--- src/rtl/sdram_port_arbiter_pkg.sv ---
// Shared constants and FSM state type for the SDRAM port arbiter slice.
package sdram_port_arbiter_pkg;

  localparam int unsigned AW_DEF      = 25;
  localparam int unsigned DW_DEF      = 8;
  localparam int unsigned TIMEOUT_DEF = 255;
  localparam int unsigned WD_W        = 8;

  // Artwork plane layout in SDRAM; offsets are applied by the requesters.
  localparam int unsigned BG_BASE   = 0;
  localparam int unsigned MASK_BASE = 640 * 480;
  localparam int unsigned PLANE_END = 2 * 640 * 480;

  typedef enum logic [1:0] {
    IDLE,
    WR,
    RD,
    DONE
  } state_e;

endpackage

--- src/rtl/arb_watchdog.sv ---
// Transaction watchdog: clears while idle, counts while a request is open,
// and flags expiry in the TIMEOUT-th cycle of an open request.
module arb_watchdog
  import sdram_port_arbiter_pkg::*;
#(
  parameter int unsigned TIMEOUT = TIMEOUT_DEF
) (
  input  logic clk_i,
  input  logic rst_ni,
  input  logic clr_i,
  input  logic en_i,
  output logic expire_o
);

  logic [WD_W-1:0] cnt_q, cnt_d;

  always_comb begin
    cnt_d = cnt_q;
    if (clr_i) begin
      cnt_d = '0;
    end else if (en_i) begin
      cnt_d = cnt_q + 1'b1;
    end
  end

  always_ff @(posedge clk_i or negedge rst_ni) begin
    if (!rst_ni) begin
      cnt_q <= '0;
    end else begin
      cnt_q <= cnt_d;
    end
  end

  assign expire_o = en_i && (cnt_q == WD_W'(TIMEOUT - 1));

endmodule

--- src/rtl/sdram_port_arbiter.sv ---
// Arbitrates the byte-wide SDRAM controller port between the artwork loader
// (writes) and the VFD compositor (reads), throttling the compositor via vfd_rdy.
module sdram_port_arbiter
  import sdram_port_arbiter_pkg::*;
#(
  parameter int unsigned AW      = AW_DEF,
  parameter int unsigned DW      = DW_DEF,
  parameter int unsigned TIMEOUT = TIMEOUT_DEF
) (
  input  logic          clk_i,
  input  logic          rst_ni,
  input  logic          ld_busy_i,
  input  logic          ld_wr_i,
  input  logic [AW-1:0] ld_addr_i,
  input  logic [DW-1:0] ld_data_i,
  output logic          ld_wait_o,
  input  logic          vfd_rd_i,
  input  logic [AW-1:0] vfd_addr_i,
  output logic [DW-1:0] vfd_data_o,
  output logic          vfd_rdy_o,
  output logic          sd_req_o,
  output logic          sd_we_o,
  output logic [AW-1:0] sd_addr_o,
  output logic [DW-1:0] sd_din_o,
  input  logic [DW-1:0] sd_dout_i,
  input  logic          sd_ack_i,
  output logic          err_o
);

  state_e          state_q, state_d;
  logic            ld_wait_q, ld_wait_d;
  logic [AW-1:0]   ld_addr_q, ld_addr_d;
  logic [DW-1:0]   ld_data_q, ld_data_d;
  logic            rd_pend_q, rd_pend_d;
  logic [AW-1:0]   rd_addr_q, rd_addr_d;
  logic [DW-1:0]   vfd_data_q, vfd_data_d;
  logic            rdy_q, rdy_d;
  logic            err_q, err_d;
  logic            wd_clr, wd_en, wd_expire;

  arb_watchdog #(
    .TIMEOUT(TIMEOUT)
  ) u_watchdog (
    .clk_i   (clk_i),
    .rst_ni  (rst_ni),
    .clr_i   (wd_clr),
    .en_i    (wd_en),
    .expire_o(wd_expire)
  );

  always_comb begin
    state_d    = state_q;
    ld_wait_d  = ld_wait_q;
    ld_addr_d  = ld_addr_q;
    ld_data_d  = ld_data_q;
    rd_pend_d  = rd_pend_q;
    rd_addr_d  = rd_addr_q;
    vfd_data_d = vfd_data_q;
    err_d      = err_q;
    wd_clr     = 1'b0;
    wd_en      = 1'b0;

    // Strobes arriving while the matching side is busy are dropped.
    if (ld_wr_i && !ld_wait_q) begin
      ld_wait_d = 1'b1;
      ld_addr_d = ld_addr_i;
      ld_data_d = ld_data_i;
    end
    if (vfd_rd_i && rdy_q) begin
      rd_pend_d = 1'b1;
      rd_addr_d = vfd_addr_i;
    end

    unique case (state_q)
      IDLE: begin
        wd_clr = 1'b1;
        if (ld_wait_q) begin
          state_d = WR;
        end else if (rd_pend_q && !ld_busy_i) begin
          state_d = RD;
        end
      end
      WR: begin
        wd_en = 1'b1;
        if (sd_ack_i || wd_expire) begin
          ld_wait_d = 1'b0;
          err_d     = err_q | ~sd_ack_i;
          state_d   = IDLE;
        end
      end
      RD: begin
        wd_en = 1'b1;
        if (sd_ack_i) begin
          vfd_data_d = sd_dout_i;
          state_d    = DONE;
        end else if (wd_expire) begin
          vfd_data_d = '0;
          err_d      = 1'b1;
          state_d    = DONE;
        end
      end
      DONE: begin
        rd_pend_d = 1'b0;
        state_d   = IDLE;
      end
      default: state_d = IDLE;
    endcase

    // Freeze the compositor while a read is outstanding or the loader owns the port.
    rdy_d = ~(rd_pend_d | ld_busy_i | ld_wait_d);
  end

  always_ff @(posedge clk_i or negedge rst_ni) begin
    if (!rst_ni) begin
      state_q    <= IDLE;
      ld_wait_q  <= 1'b0;
      ld_addr_q  <= '0;
      ld_data_q  <= '0;
      rd_pend_q  <= 1'b0;
      rd_addr_q  <= '0;
      vfd_data_q <= '0;
      rdy_q      <= 1'b1;
      err_q      <= 1'b0;
    end else begin
      state_q    <= state_d;
      ld_wait_q  <= ld_wait_d;
      ld_addr_q  <= ld_addr_d;
      ld_data_q  <= ld_data_d;
      rd_pend_q  <= rd_pend_d;
      rd_addr_q  <= rd_addr_d;
      vfd_data_q <= vfd_data_d;
      rdy_q      <= rdy_d;
      err_q      <= err_d;
    end
  end

  assign sd_req_o   = (state_q == WR) || (state_q == RD);
  assign sd_we_o    = (state_q == WR);
  assign sd_addr_o  = (state_q == WR) ? ld_addr_q :
                      (state_q == RD) ? rd_addr_q : '0;
  assign sd_din_o   = (state_q == WR) ? ld_data_q : '0;
  assign ld_wait_o  = ld_wait_q;
  assign vfd_data_o = vfd_data_q;
  assign vfd_rdy_o  = rdy_q;
  assign err_o      = err_q;

endmodule

--- config.mk ---
export PLATFORM = sky130hd
export DESIGN_NAME = sdram_port_arbiter
export DESIGN_NICKNAME = d
export VERILOG_FILES = /design/src/rtl/sdram_port_arbiter_pkg.sv /design/src/rtl/arb_watchdog.sv /design/src/rtl/sdram_port_arbiter.sv
export SDC_FILE = /design/constraint.sdc
export NUM_CORES = 1
export LEC_CHECK = 0
export CAP_MARGIN = 30
export CORE_UTILIZATION = 45
export DETAILED_ROUTE_END_ITERATION = 6
export PLACE_DENSITY = 0.9
export SYNTH_ARGS = -nofsm -noshare
export SYNTH_HDL_FRONTEND = slang
export SYNTH_SLANG_ARGS = --single-unit
--- constraint.sdc ---
create_clock -name clk_i -period 2.3 [get_ports clk_i]
set_clock_uncertainty 0.05 [all_clocks]
set_input_delay 0.69 -clock clk_i [delete_from_list [all_inputs] [get_ports clk_i]]
set_output_delay 0.69 -clock clk_i [all_outputs]
set_load 0.05 [all_outputs]
-- Word level (Yosys, flattened, before mapping)
Cells that the tools add are included.
- input bits: 72
- output and inout port bits: 46
- word-level logic and storage cells: 65
- register bits: 80
- reductions and logical operators: 16
- add/sub/neg operators: 1
- mux-type cells: 24
- eq/ne operators: 9
- bitwise gates (word level): 5
- operators with widths (operator ; number):
    $mux W25 ; 2
    $mux W8 ; 5
    $mux W1 ; 10
    $mux W2 ; 5
    $add A8 B1 Y8 const B ; 1
    $eq A8 B8 Y1 const B ; 1
    $pmux W2 S4 ; 1
    $ne A3 B3 Y1 const B ; 2
    $reduce_bool A2 Y1 ; 3
    $eq A2 B2 Y1 const B ; 2
    $logic_and A1 B1 Y1 ; 4
    $ne A2 B2 Y1 const B ; 2
    $reduce_and A4 Y1 ; 1
    $or A1 B1 Y1 ; 3
    $reduce_and A3 Y1 ; 1
    $eq A2 B1 Y1 const B ; 1
    $logic_not A1 Y1 ; 2
    $logic_not A2 Y1 ; 1
    $logic_or A1 B1 Y1 ; 2
    $ne A2 B1 Y1 const B ; 1
    $not A1 Y1 ; 2
    $pmux W1 S2 ; 1
    $reduce_and A2 Y1 ; 1
    $reduce_or A2 Y1 ; 1

-- Depth between registers and ports, before layout
- depth after elaboration: 9
- gate-level depth with buffers: 7
- depth with buffers taken out: 6

-- Cells and area by module
A second synthesis with hierarchy kept.
- cells, all modules: 253
- area total of the unflattened synthesis: 3642.2 um2
- modules (own cells, without submodules) (module ; sequential area each (um2) ; cells each ; area each (um2) ; instances):
    sdram_port_arbiter ; 1803.0 ; 212 ; 3230.6 ; 1
    arb_watchdog ; 200.2 ; 41 ; 411.6 ; 1

-- Worst setup path after synthesis
OpenSTA, ideal clock, no wires.
- path type: register to output
- from: register state_q[1]
- to: output sd_addr_o[10]
- cell stages (with the launch flop): 6
- path slack: -404 ps
- data arrival time: 1964 ps
- buffers on the path: 2
- cells stage by stage: dfrtp_1 -> inv_1 -> ha_1 -> buf_2 -> clkbuf_1 -> a22o_1
- elaborated cells on any way between the ends: 4
- those cells by class: eq/ne (2); mux (2)
- RTL lines (what ; RTL line ; text):
    start: declaration ; sdram_port_arbiter.sv:30 ; state_e state_q, state_d;
    start signal: assignment ; sdram_port_arbiter.sv:125 ; state_q <= state_d;
    $eq A2 B1 Y1 ; -- ;
    named net sd_we_o ; sdram_port_arbiter.sv:22 ; output logic sd_we_o,
    $mux W25 ; sdram_port_arbiter.sv:139 ; assign sd_addr_o = (state_q == WR) ? ld_addr_q :
    end: declaration ; sdram_port_arbiter.sv:23 ; output logic [AW-1:0] sd_addr_o,
The timed path passes the listed nets, and every way through them passes these cells.

-- Final worst setup path
- from: register state_q[0]
- to: output sd_addr_o[0]
- longest elaborated chain between the ends: 3
- elaborated cells on any way between the ends: 4
- those cells by class: eq/ne (2); mux (2)
- RTL lines (what ; RTL line ; text):
    $eq A2 B2 Y1 ; sdram_port_arbiter.sv:140 ; (state_q == RD) ? rd_addr_q : '0;
    $mux W25 ; sdram_port_arbiter.sv:140 ;
    $mux W25 (*) ; sdram_port_arbiter.sv:139 ;
Mark *: on every way between the ends. The rest lies on a longest branch, timed or not.

==> metrics.md <==
| Metric | Value |
|---|---|
| Critical path launch point type | `register` |
| Vertical die dimension | `90.4 um` |
| Die width | `90.4 um` |
| Yosys top cell area share | `56.2%` |
| Fill count | `483` |
| DP HPWL | `6.06 mm` |
| Clock Sinks | `80` |
| Netlist Area Pre-Place | `3520 um^2` |
| Post-Route WL | `8.55 mm` |
| Largest area contributor in the netlist | `sky130_fd_sc_hd__dfrtp_1` |
| Slew Limit Fails | `0` |
| F_max | `0.405 GHz` |
| I/O pin count | `118` |
| Required time of the critical path | `1.56 ns` |
| Critical-path cell list | `buf_6 -> ha_4 -> nor2b_4 -> buf_6 -> a22o_1 -> buf_12` |
| DR iter-0 viols | `57` |
| Transition time at the pin with the least slew margin | `0.535 ns` |
| Synth area leaders | `sky130_fd_sc_hd__dfrtp_1, sky130_fd_sc_hd__mux2_2, sky130_fd_sc_hd__a22o_1` |
| Via count of the first global-routing pass | `2854` |
| Remaining antenna violation count | `0` |
| Clock latency reported for the late side of the worst-skew pair | `0.34 ns` |
| Clock tree from TritonCTS | `done` |
| Aggregate global-route resource usage | `22.1%` |
| Number of port buffers | `117` |
| Share of layout cells above drive strength 1 | `42.7%` |
| Violations in the final reports | `setup timing` |
| TritonCTS buffer count | `9` |
| Crit path buffers/inverters | `3` |
| Crit path max-delay family | `buffers and inverters` |
| Net count reported at finish | `462` |
| Post-Syn Nets | `337` |
| Dpl cells | `468` |
| Clock network power share | `10.9%` |
| FF+latch count, synth | `80` |
| Final hold violation count | `0` |
| Number of antenna violations at the first check in global routing | `0` |
| First-pass GRT wire length | `13.9 mm` |
| Gate power share | `60.9%` |
| Drc violations | `0` |
| 1st-pass router iterations | `4` |
| Die area | `8170 um^2` |
| Vias post-DR | `2562` |
| Fraction of the cycle the final worst path needs | `107%` |
| Arrival @ worst endpoint | `1.73 ns` |
| Critical path fanouts, max | `5` |
| Maximum vdd drop | `0.000890 V` |
| Clock slew at reported path FFs | `0.08 ns` |
| Final GP Congestion | `0.754` |
| Setup Viol. Count Final | `33` |
| FFs w/ async S/R, synth | `100%` |
| Cell internal power dissipation | `5.30 mW` |
| Count of mapped cells out of synthesis | `259` |
| Sw Ratio | `40.8%` |
| Pin count of the biggest net entering global routing | `39` |
| Mapped Avg Cell Area | `13.6 um^2` |
| Number of vias per cell after detailed routing | `5.25` |
| Lkg Pwr | `2.50 nW` |
| Wire per inst | `17.5 um` |
| Sequential share of the synthesized area | `57.0%` |
| Ys Warns | `0` |
| # H-tree levels | `3` |
| Power consumption | `8.95 mW` |
| Cell area power density | `1590 nW/um^2` |
| Most common flop cell mapped by yosys | `sky130_fd_sc_hd__dfrtp_1` |
| Sequential fraction of design power | `28.2%` |
| Leading cell types by count after synthesis | `sky130_fd_sc_hd__dfrtp_1, sky130_fd_sc_hd__mux2_2, sky130_fd_sc_hd__a22o_1, sky130_fd_sc_hd__and2_1, sky130_fd_sc_hd__nand2_1` |
| Result of the run | `finished, violations left` |
| Core Box Area | `7410 um^2` |
| Cell count of the worst reg-to-reg path | `7` |
| Time the worst path needs with I/O delays and setup | `2.47 ns` |
| Relative area change from synthesis to final layout | `60.3%` |
| Headroom to the max-slew limit | `64.3%` |
| Delay of the slowest critical-path stage | `0.41 ns` |
| Grt total ovfl | `0` |
| Setup repair after global routing missed its margin | `yes` |
| Number of diodes added for antenna fixing | `0` |
| Row count | `31` |
| Most frequent cell after synthesis | `sky130_fd_sc_hd__dfrtp_1` |
| Clock root buffer | `sky130_fd_sc_hd__clkbuf_8` |
| Hold Path Class | `primary input to asynchronous set/reset pin` |
| Fin Hold WS | `0.157 ns` |
| Kind of end point of the critical path | `output pin` |
| Sw Pwr | `3.65 mW` |
| Post-route worst setup slack | `-0.167 ns` |
| Initial cell density of the core | `47.5%` |
| CTS hold repair buffers | `0` |
| Pre-CTS setup slack | `0.0916 ns` |
| Buffers from clock root to sink, at most | `2` |
| Total Negative Setup Slacks | `-4.01 ns` |
| Number of cells on the critical path | `6` |
| Critical Setup Path Class | `register to output pin` |
| Synth unique cells | `35` |
| Worst-path cell with the longest stage delay | `sky130_fd_sc_hd__dfrtp_1` |
| Non-Filler Instances | `488` |
| Dominant cell type by count on the critical path | `sky130_fd_sc_hd__buf_6` |
| EDFF count, synth | `0` |
| Maxcap violations | `0` |
[final timing paths]
kind                             from       endpoint  slack, ns
max                        state_q[0]   sd_addr_o[0]      -0.17
min                            rst_ni  vfd_data_o[6]       0.16
max reg2reg                state_q[0]  vfd_data_o[2]       0.47
min reg2reg                     err_o          err_o       0.42
max in group asynchronous      rst_ni  rd_addr_q[20]       1.43
min in group clk_i              err_o          err_o       0.42
[power by group through the flow]
stage	registers (mW)	clock network, mW	logic, mW
floorplan	2.63	0	2.77
global placement	2.44	0	5.04
detailed placement	2.49	0	5.16
CTS	2.47	1.01	5.31
global route	2.60	1.06	5.69
finish	2.53	0.973	5.45
[layer usage]
layer  GRT usage (%)  vias to the layer above  wire, um
met2            40.6                       87      4650
met3            5.30                       11       437
met1            24.3                     1273      3340
li1                -                     1191         -
met5               0                        -         0
met4            9.27                        0       121
[cells in the final DEF, fill, tap and decap left out, types with 2 or more instances in the layout]
| cell | n |
|---|---|
| sky130_fd_sc_hd__inv_2 | 2 |
| sky130_fd_sc_hd__clkinvlp_4 | 2 |
| sky130_fd_sc_hd__dlymetal6s2s_1 | 2 |
| sky130_fd_sc_hd__ha_1 | 4 |
| sky130_fd_sc_hd__clkbuf_8 | 9 |
| sky130_fd_sc_hd__nor2b_4 | 2 |
| sky130_fd_sc_hd__nor3_1 | 2 |
| sky130_fd_sc_hd__buf_12 | 40 |
| sky130_fd_sc_hd__a22o_2 | 7 |
| sky130_fd_sc_hd__buf_6 | 4 |
| sky130_fd_sc_hd__a21o_1 | 2 |
| sky130_fd_sc_hd__a22o_1 | 9 |
| sky130_fd_sc_hd__or3_1 | 2 |
| sky130_fd_sc_hd__buf_4 | 6 |
| sky130_fd_sc_hd__clkinv_2 | 3 |
| sky130_fd_sc_hd__dfrtp_1 | 79 |
| sky130_fd_sc_hd__nor2_1 | 6 |
| sky130_fd_sc_hd__and2_2 | 7 |
| sky130_fd_sc_hd__mux2i_1 | 5 |
| sky130_fd_sc_hd__clkdlybuf4s50_1 | 77 |
| sky130_fd_sc_hd__nand3_1 | 2 |
| sky130_fd_sc_hd__o21ai_0 | 6 |
| sky130_fd_sc_hd__mux2_2 | 54 |
| sky130_fd_sc_hd__a21oi_1 | 5 |
| sky130_fd_sc_hd__a22o_4 | 17 |
| sky130_fd_sc_hd__mux2_1 | 4 |
| sky130_fd_sc_hd__nand2_1 | 8 |
[timing repair]
item | in CTS | in global routing
pin swaps | 3 | 3
resized for setup | 11 | 19
buffers inserted | 2 | 0
cloned | 2 | 0
endpoints found under the setup margin | 33 | 35
[final cells by class]
type / count / area (um^2) / area share, %
Sequential cell: 80 / 2000 / 35.5
Clock buffer: 10 / 128 / 2.26
Timing Repair Buffer: 130 / 1700 / 30.2
Clock inverter: 6 / 60.1 / 1.07
Multi-Input combinational cell: 160 / 1610 / 28.6
Inverter: 3 / 11.3 / 0.200
Tap cell: 99 / 124 / 2.20
[cells by family after synthesis]
family | count (synthesis) | share of synthesized area (%)
flip-flops | 80 | 57.0
multiplexers | 63 | 20.0
AO/OA/AOI/OAI | 50 | 11.2
AND/OR/NAND/NOR | 40 | 6.58
buffers and inverters | 19 | 2.92
adder cells (fa/ha/maj) | 6 | 2.13
XOR/XNOR | 1 | 0.249
[state kept, by name, summed over array words and instances, names as in the netlist]
| name | count |
|---|---|
| ld_wait_o | 1 |
| vfd_data_o | 8 |
| rd_pend_q | 1 |
| vfd_rdy_o | 1 |
| u_watchdog.cnt_q | 8 |
| ld_data_q | 8 |
| ld_addr_q | 25 |
| err_o | 1 |
| rd_addr_q | 25 |
| state_q | 2 |
[through the flow]
stage	instance area, um^2	util [%]
after floorplan	3580	-
after global placement	5270	71.1
after detailed placement	5270	71.1
after CTS	5520	74.4
after global routing	5640	76.1
final	5640	76.1
[worst register-to-register path, delay by kind of cell (launching register included)]
family,cells,cell delay [ns]
AND/OR/NAND/NOR,2,0.33
adder cells (fa/ha/maj),1,0.35
buffers and inverters,2,0.18
AO/OA/AOI/OAI,2,0.43
flip-flops,1,0.38
(Power assumes the default switching activity.)
